File: config.mk
export PLATFORM = sky130hd
export DESIGN_NAME = id_stage
export DESIGN_NICKNAME = d
export VERILOG_FILES = /design/src/rtl/pipeline_pkg.sv /design/src/rtl/register_file.sv /design/src/rtl/id_stage.sv
export SDC_FILE = /design/constraint.sdc
export NUM_CORES = 2
export LEC_CHECK = 0
export ABC_CLOCK_PERIOD_IN_PS = 48500
export CORE_ASPECT_RATIO = 0.8
export CORE_MARGIN = 2
export CORE_UTILIZATION = 55
export DETAILED_ROUTE_END_ITERATION = 10
export HOLD_SLACK_MARGIN = 0.02
export PLACE_DENSITY = 0.76
export SYNTH_ARGS = -nofsm -noshare
export SYNTH_HDL_FRONTEND = slang
export SYNTH_SLANG_ARGS = --single-unit
File: constraint.sdc
create_clock -name clock -period 48.5 [get_ports clock]
set_clock_uncertainty 0.1 [all_clocks]
set_input_delay 14.55 -clock clock [delete_from_list [all_inputs] [get_ports clock]]
set_output_delay 14.55 -clock clock [all_outputs]
set_load 0.05 [all_outputs]
File: src/rtl/pipeline_pkg.sv
// pipeline_pkg: opcodes, ALUOp encodings, control bundle and decode shared by the pipeline.
package pipeline_pkg;
   localparam int REG_IDX_W = 5;
   localparam logic [5:0] OP_RTYPE = 6'b000000;
   localparam logic [5:0] OP_LW    = 6'b100011;
   localparam logic [5:0] OP_SW    = 6'b101011;
   localparam logic [5:0] OP_BEQ   = 6'b000100;
   localparam logic [5:0] OP_ADDI  = 6'b001000;
   typedef enum logic [1:0] {
      ALUOP_ADD   = 2'b00,
      ALUOP_SUB   = 2'b01,
      ALUOP_FUNCT = 2'b10
   } aluop_e;
   typedef struct packed {
      logic   reg_dst;
      logic   alu_src;
      logic   mem_to_reg;
      logic   reg_write;
      logic   mem_read;
      logic   mem_write;
      logic   branch;
      aluop_e alu_op;
   } ctrl_t;
   function automatic ctrl_t decode(input logic [5:0] op);
      ctrl_t c;
      c = '{default: '0, alu_op: ALUOP_ADD};
      case (op)
         OP_RTYPE: begin c.reg_dst = 1'b1; c.reg_write = 1'b1; c.alu_op = ALUOP_FUNCT; end
         OP_LW:    begin c.alu_src = 1'b1; c.mem_to_reg = 1'b1; c.reg_write = 1'b1; c.mem_read = 1'b1; end
         OP_SW:    begin c.alu_src = 1'b1; c.mem_write = 1'b1; end
         OP_BEQ:   begin c.branch = 1'b1; c.alu_op = ALUOP_SUB; end
         OP_ADDI:  begin c.alu_src = 1'b1; c.reg_write = 1'b1; end
         default:  c = '{default: '0, alu_op: ALUOP_ADD};
      endcase
      return c;
   endfunction
endpackage

File: src/rtl/register_file.sv
// register_file: r0-hardwired register array, two combinational reads, one posedge write, async clear.
module register_file
   import pipeline_pkg::*;
#(
   parameter int REG_COUNT  = 32,
   parameter int DATA_WIDTH = 32
) (
   input  logic                  clock,
   input  logic                  reset,
   input  logic                  we,
   input  logic [REG_IDX_W-1:0]  waddr,
   input  logic [DATA_WIDTH-1:0] wdata,
   input  logic [REG_IDX_W-1:0]  raddr_a,
   input  logic [REG_IDX_W-1:0]  raddr_b,
   output logic [DATA_WIDTH-1:0] rdata_a,
   output logic [DATA_WIDTH-1:0] rdata_b
);
   logic [DATA_WIDTH-1:0] regs_q [REG_COUNT];
   logic [DATA_WIDTH-1:0] regs_d [REG_COUNT];
   always_comb begin
      regs_d = regs_q;
      if (we && waddr != '0) regs_d[waddr] = wdata;
   end
   always_ff @(posedge clock or posedge reset) begin
      if (reset) regs_q <= '{default: '0};
      else regs_q <= regs_d;
   end
   assign rdata_a = (raddr_a == '0) ? '0 : regs_q[raddr_a];
   assign rdata_b = (raddr_b == '0) ? '0 : regs_q[raddr_b];
endmodule

File: src/rtl/id_stage.sv
// id_stage: instruction decode, register-file reads, and load-use stall/bubble generation.
module id_stage
   import pipeline_pkg::*;
#(
   parameter int REG_COUNT  = 32,
   parameter int DATA_WIDTH = 32
) (
   input  logic                  clock,
   input  logic                  reset,
   input  logic [31:0]           instruction_in,
   input  logic                  reg_write_wb,
   input  logic [REG_IDX_W-1:0]  write_reg_wb,
   input  logic [DATA_WIDTH-1:0] write_data_wb,
   input  logic                  mem_read_ex,
   input  logic [REG_IDX_W-1:0]  reg_dest_l_type_ex,
   output logic [DATA_WIDTH-1:0] data_a_out,
   output logic [DATA_WIDTH-1:0] data_b_out,
   output logic [DATA_WIDTH-1:0] sign_extend_out,
   output logic [10:0]           jump_dest_out,
   output logic [REG_IDX_W-1:0]  reg_dest_r_type_out,
   output logic [REG_IDX_W-1:0]  reg_dest_l_type_out,
   output logic                  RegDst_out,
   output logic                  ALUSrc_out,
   output logic                  MemToReg_out,
   output logic                  RegWrite_out,
   output logic                  MemRead_out,
   output logic                  MemWrite_out,
   output logic                  Branch_out,
   output logic [1:0]            ALUOp_out,
   output logic                  pc_write,
   output logic                  if_id_write
);
   logic [REG_IDX_W-1:0] rs, rt;
   logic                 stall;
   ctrl_t                ctrl;
   assign rs = instruction_in[25:21];
   assign rt = instruction_in[20:16];
   register_file #(.REG_COUNT(REG_COUNT), .DATA_WIDTH(DATA_WIDTH)) u_rf (
      .clock   (clock),
      .reset   (reset),
      .we      (reg_write_wb),
      .waddr   (write_reg_wb),
      .wdata   (write_data_wb),
      .raddr_a (rs),
      .raddr_b (rt),
      .rdata_a (data_a_out),
      .rdata_b (data_b_out)
   );
   // Checks rt for every opcode; a spurious stall on a non-reading rt is harmless.
   always_comb begin
      stall = mem_read_ex && reg_dest_l_type_ex != '0 && (reg_dest_l_type_ex == rs || reg_dest_l_type_ex == rt);
      ctrl  = stall ? '{default: '0, alu_op: ALUOP_ADD} : decode(instruction_in[31:26]);
   end
   assign sign_extend_out     = {{(DATA_WIDTH-16){instruction_in[15]}}, instruction_in[15:0]};
   assign jump_dest_out       = instruction_in[10:0];
   assign reg_dest_r_type_out = instruction_in[15:11];
   assign reg_dest_l_type_out = rt;
   assign RegDst_out          = ctrl.reg_dst;
   assign ALUSrc_out          = ctrl.alu_src;
   assign MemToReg_out        = ctrl.mem_to_reg;
   assign RegWrite_out        = ctrl.reg_write;
   assign MemRead_out         = ctrl.mem_read;
   assign MemWrite_out        = ctrl.mem_write;
   assign Branch_out          = ctrl.branch;
   assign ALUOp_out           = ctrl.alu_op;
   assign pc_write            = !stall;
   assign if_id_write         = !stall;
endmodule

==> metrics.yaml <==
run_status:
  outcome: "completed"
drt:
  drc_errors: 0
  dr.first_iter.drc_count: 4359
  wire_per_inst_um: 32.8
  vias: 35420
  routed_via_density: 7.13
  drt_wl_total_um: 163000
  ant_nets: 0
  drt_first_pass_iters: 6
final_layout:
  drive_gt1_frac: 0.489
  top_regs: "u_rf.regs_q x1024"
  largest_reg_flops: 1024
  largest_register: "u_rf.regs_q"
  final_nets: 3659
  stdcell_area_mm2: 0.0602
  areaGrowthSynthToFinish_pct: 9.09
setup_path:
  slowest_delay_ns: 0.95
  r2r_setup_slack_ns: 47.57
  startpoint_type: "input port"
  critPathMaxFanout: 80
  worst_ep_required_time_ns: 33.85
  worstPathArrival_ns: 19.45
  crit_type: "in2out"
  critPathSlowestCell: "clkdlybuf4s50_1"
  cp-end-kind: "output pin"
  crit_chain: "buf_8, buf_4, buf_4, or4_2, buf_4, o21ai_0, a311oi_1, clkdlybuf4s50_1"
  cp_common_cell: "buf_4"
sta:
  worst_slew_pin_slew_ns: 1.26
  drv_slew: 0
  relSlewSlack: 0.157
  final-setup-viol-count: 0
  fmax_mhz: 29.3
  period_needed_ns: 34.10
  finalHoldViolations: 0
  tns_ns: 0
  post-route-period-util: 0.703
  rsz0062_at_grt: "false"
clocking:
  root_buffer: "clkbuf_16"
  clkSinkCount: 1024
  clkTransAtPathRegs_ns: 0.06
  h-tree-depth: 3
  cts_hold_buf: 0
  post_cts_buffers: 0
  tritoncts.num_buffers: 105
  cts.path.max_buffers: 3
  clk_latency_ns: 0.69
  tritoncts: "built"
  cts_resized: 0
logic_synthesis:
  yosys_most_used_dff: "dfrtp_1"
  synthCells: 3735
  postSynth.asyncResetShare: 1.00
  synth_cell_types: 42
  synth-edff-count: 0
  syn_area_mm2: 0.0552
  ys_seq_area_frac: 0.464
  synth.yosys.warnings: 0
  syn_nets: 3813
  syn_area_per_cell_um2: 14.8
  ys_seq_elements: 1024
floorplan:
  ios: 206
  coreArea_mm2: 0.0991
  die_x_um: 358
  rows: 103
  die_area_mm2: 0.103
  initial_utilization: 0.557
  fp.dieH_um: 287
power:
  p_per_area_mw_per_mm2: 41.8
  power_mw: 2.52
  ir_worst_vdd_mv: 0.0283
  leakagePower_nw: 25.5
global_route:
  grt_start_max_net_pins: 192
  grt_pass1_wl_um: 243000
  grt_use_total: 0.321
  grt_pass1_vias: 35723
  antenna_found_initial: 4
  grt_overflow: 0
placement:
  io_buffers: 141
  dp_hpwl_um: 92600
  place_area_mm2: 0.0566
  gp_congestion: 0.826
job:
  max_cap_violations: 0
worst_hold_path:
  hold_path.class: "reg2reg"
[path summary, 6_finish.rpt]
path / startpoint / to / cells past startpoint
min in group asynchronous: reset / u_rf.regs_q[510] / 2
hold reg to reg: u_rf.regs_q[1011] / u_rf.regs_q[1011] / 0
hold / removal: u_rf.regs_q[1011] / u_rf.regs_q[1011] / 0
setup reg to reg: u_rf.regs_q[982] / u_rf.regs_q[982] / 1
max in group asynchronous: reset / u_rf.regs_q[939] / 5
setup / recovery: instruction_in[22] / data_a_out[29] / 8
[placed cells by master (no fill, tap or decap), types with 10 or more instances in the layout]
| cell | count |
|---|---|
| mux2_2 | 1031 |
| dfrtp_1 | 1024 |
| mux4_2 | 448 |
| clkdlybuf4s50_1 | 131 |
| mux2i_1 | 128 |
| clkbuf_16 | 107 |
| nand2_1 | 96 |
| buf_4 | 78 |
| a211oi_1 | 67 |
| nor2b_1 | 66 |
| a22oi_1 | 64 |
| a311oi_1 | 64 |
| o21ai_1 | 54 |
| o2111ai_1 | 45 |
| clkbuf_8 | 31 |
| o21ai_0 | 29 |
| mux2_1 | 25 |
| nor2_4 | 22 |
| a221oi_1 | 19 |
| nand2_2 | 15 |
| clkbuf_1 | 14 |
| clkinv_2 | 14 |
| xnor2_1 | 10 |
| bufinv_16 | 10 |
[cell usage after synthesis, drive strengths merged (3+ instances only)]
cell / instances / share of area
mux2: 1056 / 0.22
dfrtp: 1024 / 0.46
mux4: 448 / 0.18
buf: 274 / 0.031
clkbuf: 209 / 0.014
mux2i: 128 / 0.023
nand2: 111 / 0.0075
o21ai: 83 / 0.0075
nor2b: 69 / 0.0081
a211oi: 67 / 0.0091
a22oi: 64 / 0.0087
a311oi: 64 / 0.010
o2111ai: 45 / 0.0071
nor2: 23 / 0.0017
a221oi: 19 / 0.0030
xnor2: 10 / 0.0016
a2111oi: 4 / 0.00063
nand2b: 4 / 0.00045
nand3: 4 / 0.00036
nand3b: 4 / 0.00054
nor3b: 4 / 0.00054
inv: 3 / 0.00020
or2: 3 / 0.00034
or4: 3 / 0.00041
[worst max-delay path, delay by kind of cell]
| kind | cells | cell delay, ns |
|---|---|---|
| compound gates | 2 | 0.90 |
| simple gates | 1 | 0.24 |
| buf+inv | 5 | 3.60 |
[report_power, final]
| part | switching (mW) | internal, mW | total [mW] | leakage (nW) |
|---|---|---|---|---|
| registers | 0.120 | 1.02 | 1.14 | 13.1 |
| clock network | 0.348 | 0.502 | 0.850 | 1.78 |
| logic | 0.228 | 0.303 | 0.531 | 10.6 |
| total | 0.696 | 1.82 | 2.52 | 25.5 |
[routing by layer]
layer | vias up | global-route usage | part of all wire | routed length, um
met2 | 1958 | 0.475 | 0.45 | 73400
met1 | 19019 | 0.464 | 0.41 | 66500
li1 | 14048 | - | - | -
met3 | 395 | 0.0775 | 0.10 | 16500
met4 | 0 | 0.116 | 0.040 | 6460
met5 | - | 0 | 0 | 0
[cells by family (layout without fill, tap and decap cells)]
kind of cell | count (synthesis) | after routing | share of synthesized area
mux | 1632 | 1632 | 0.421
flops | 1024 | 1024 | 0.464
buf+inv | 486 | 408 | 0.0455
compound gates | 349 | 349 | 0.0466
simple gates | 234 | 234 | 0.0211
xor+xnor | 10 | 10 | 0.00159
other cells | 0 | 2 | 0
[layout make-up]
class                      count  area (um2)
inverter                       3        23.8
antenna                        2        5.00
sequential                  1024       25600
timing repair buffer         222        2060
clock buffer                 152        3160
clock inverter                31         444
multi-input combinational   2225       27300
tap                         1312        1640
fill                        7256       38900
[through the flow]
stage	worst slack, ns	hold slack (ns)	utilization	instances
after floorplan	5.03	0.341	-	3735
after CTS	14.42	0.298	0.608	4969
after detailed placement	14.42	0.282	0.572	4786
final	14.40	0.294	0.608	4971
after global placement	14.43	0.276	0.572	4786
after global routing	14.25	0.307	0.608	4971
Power figures use the tool's default switching activity.
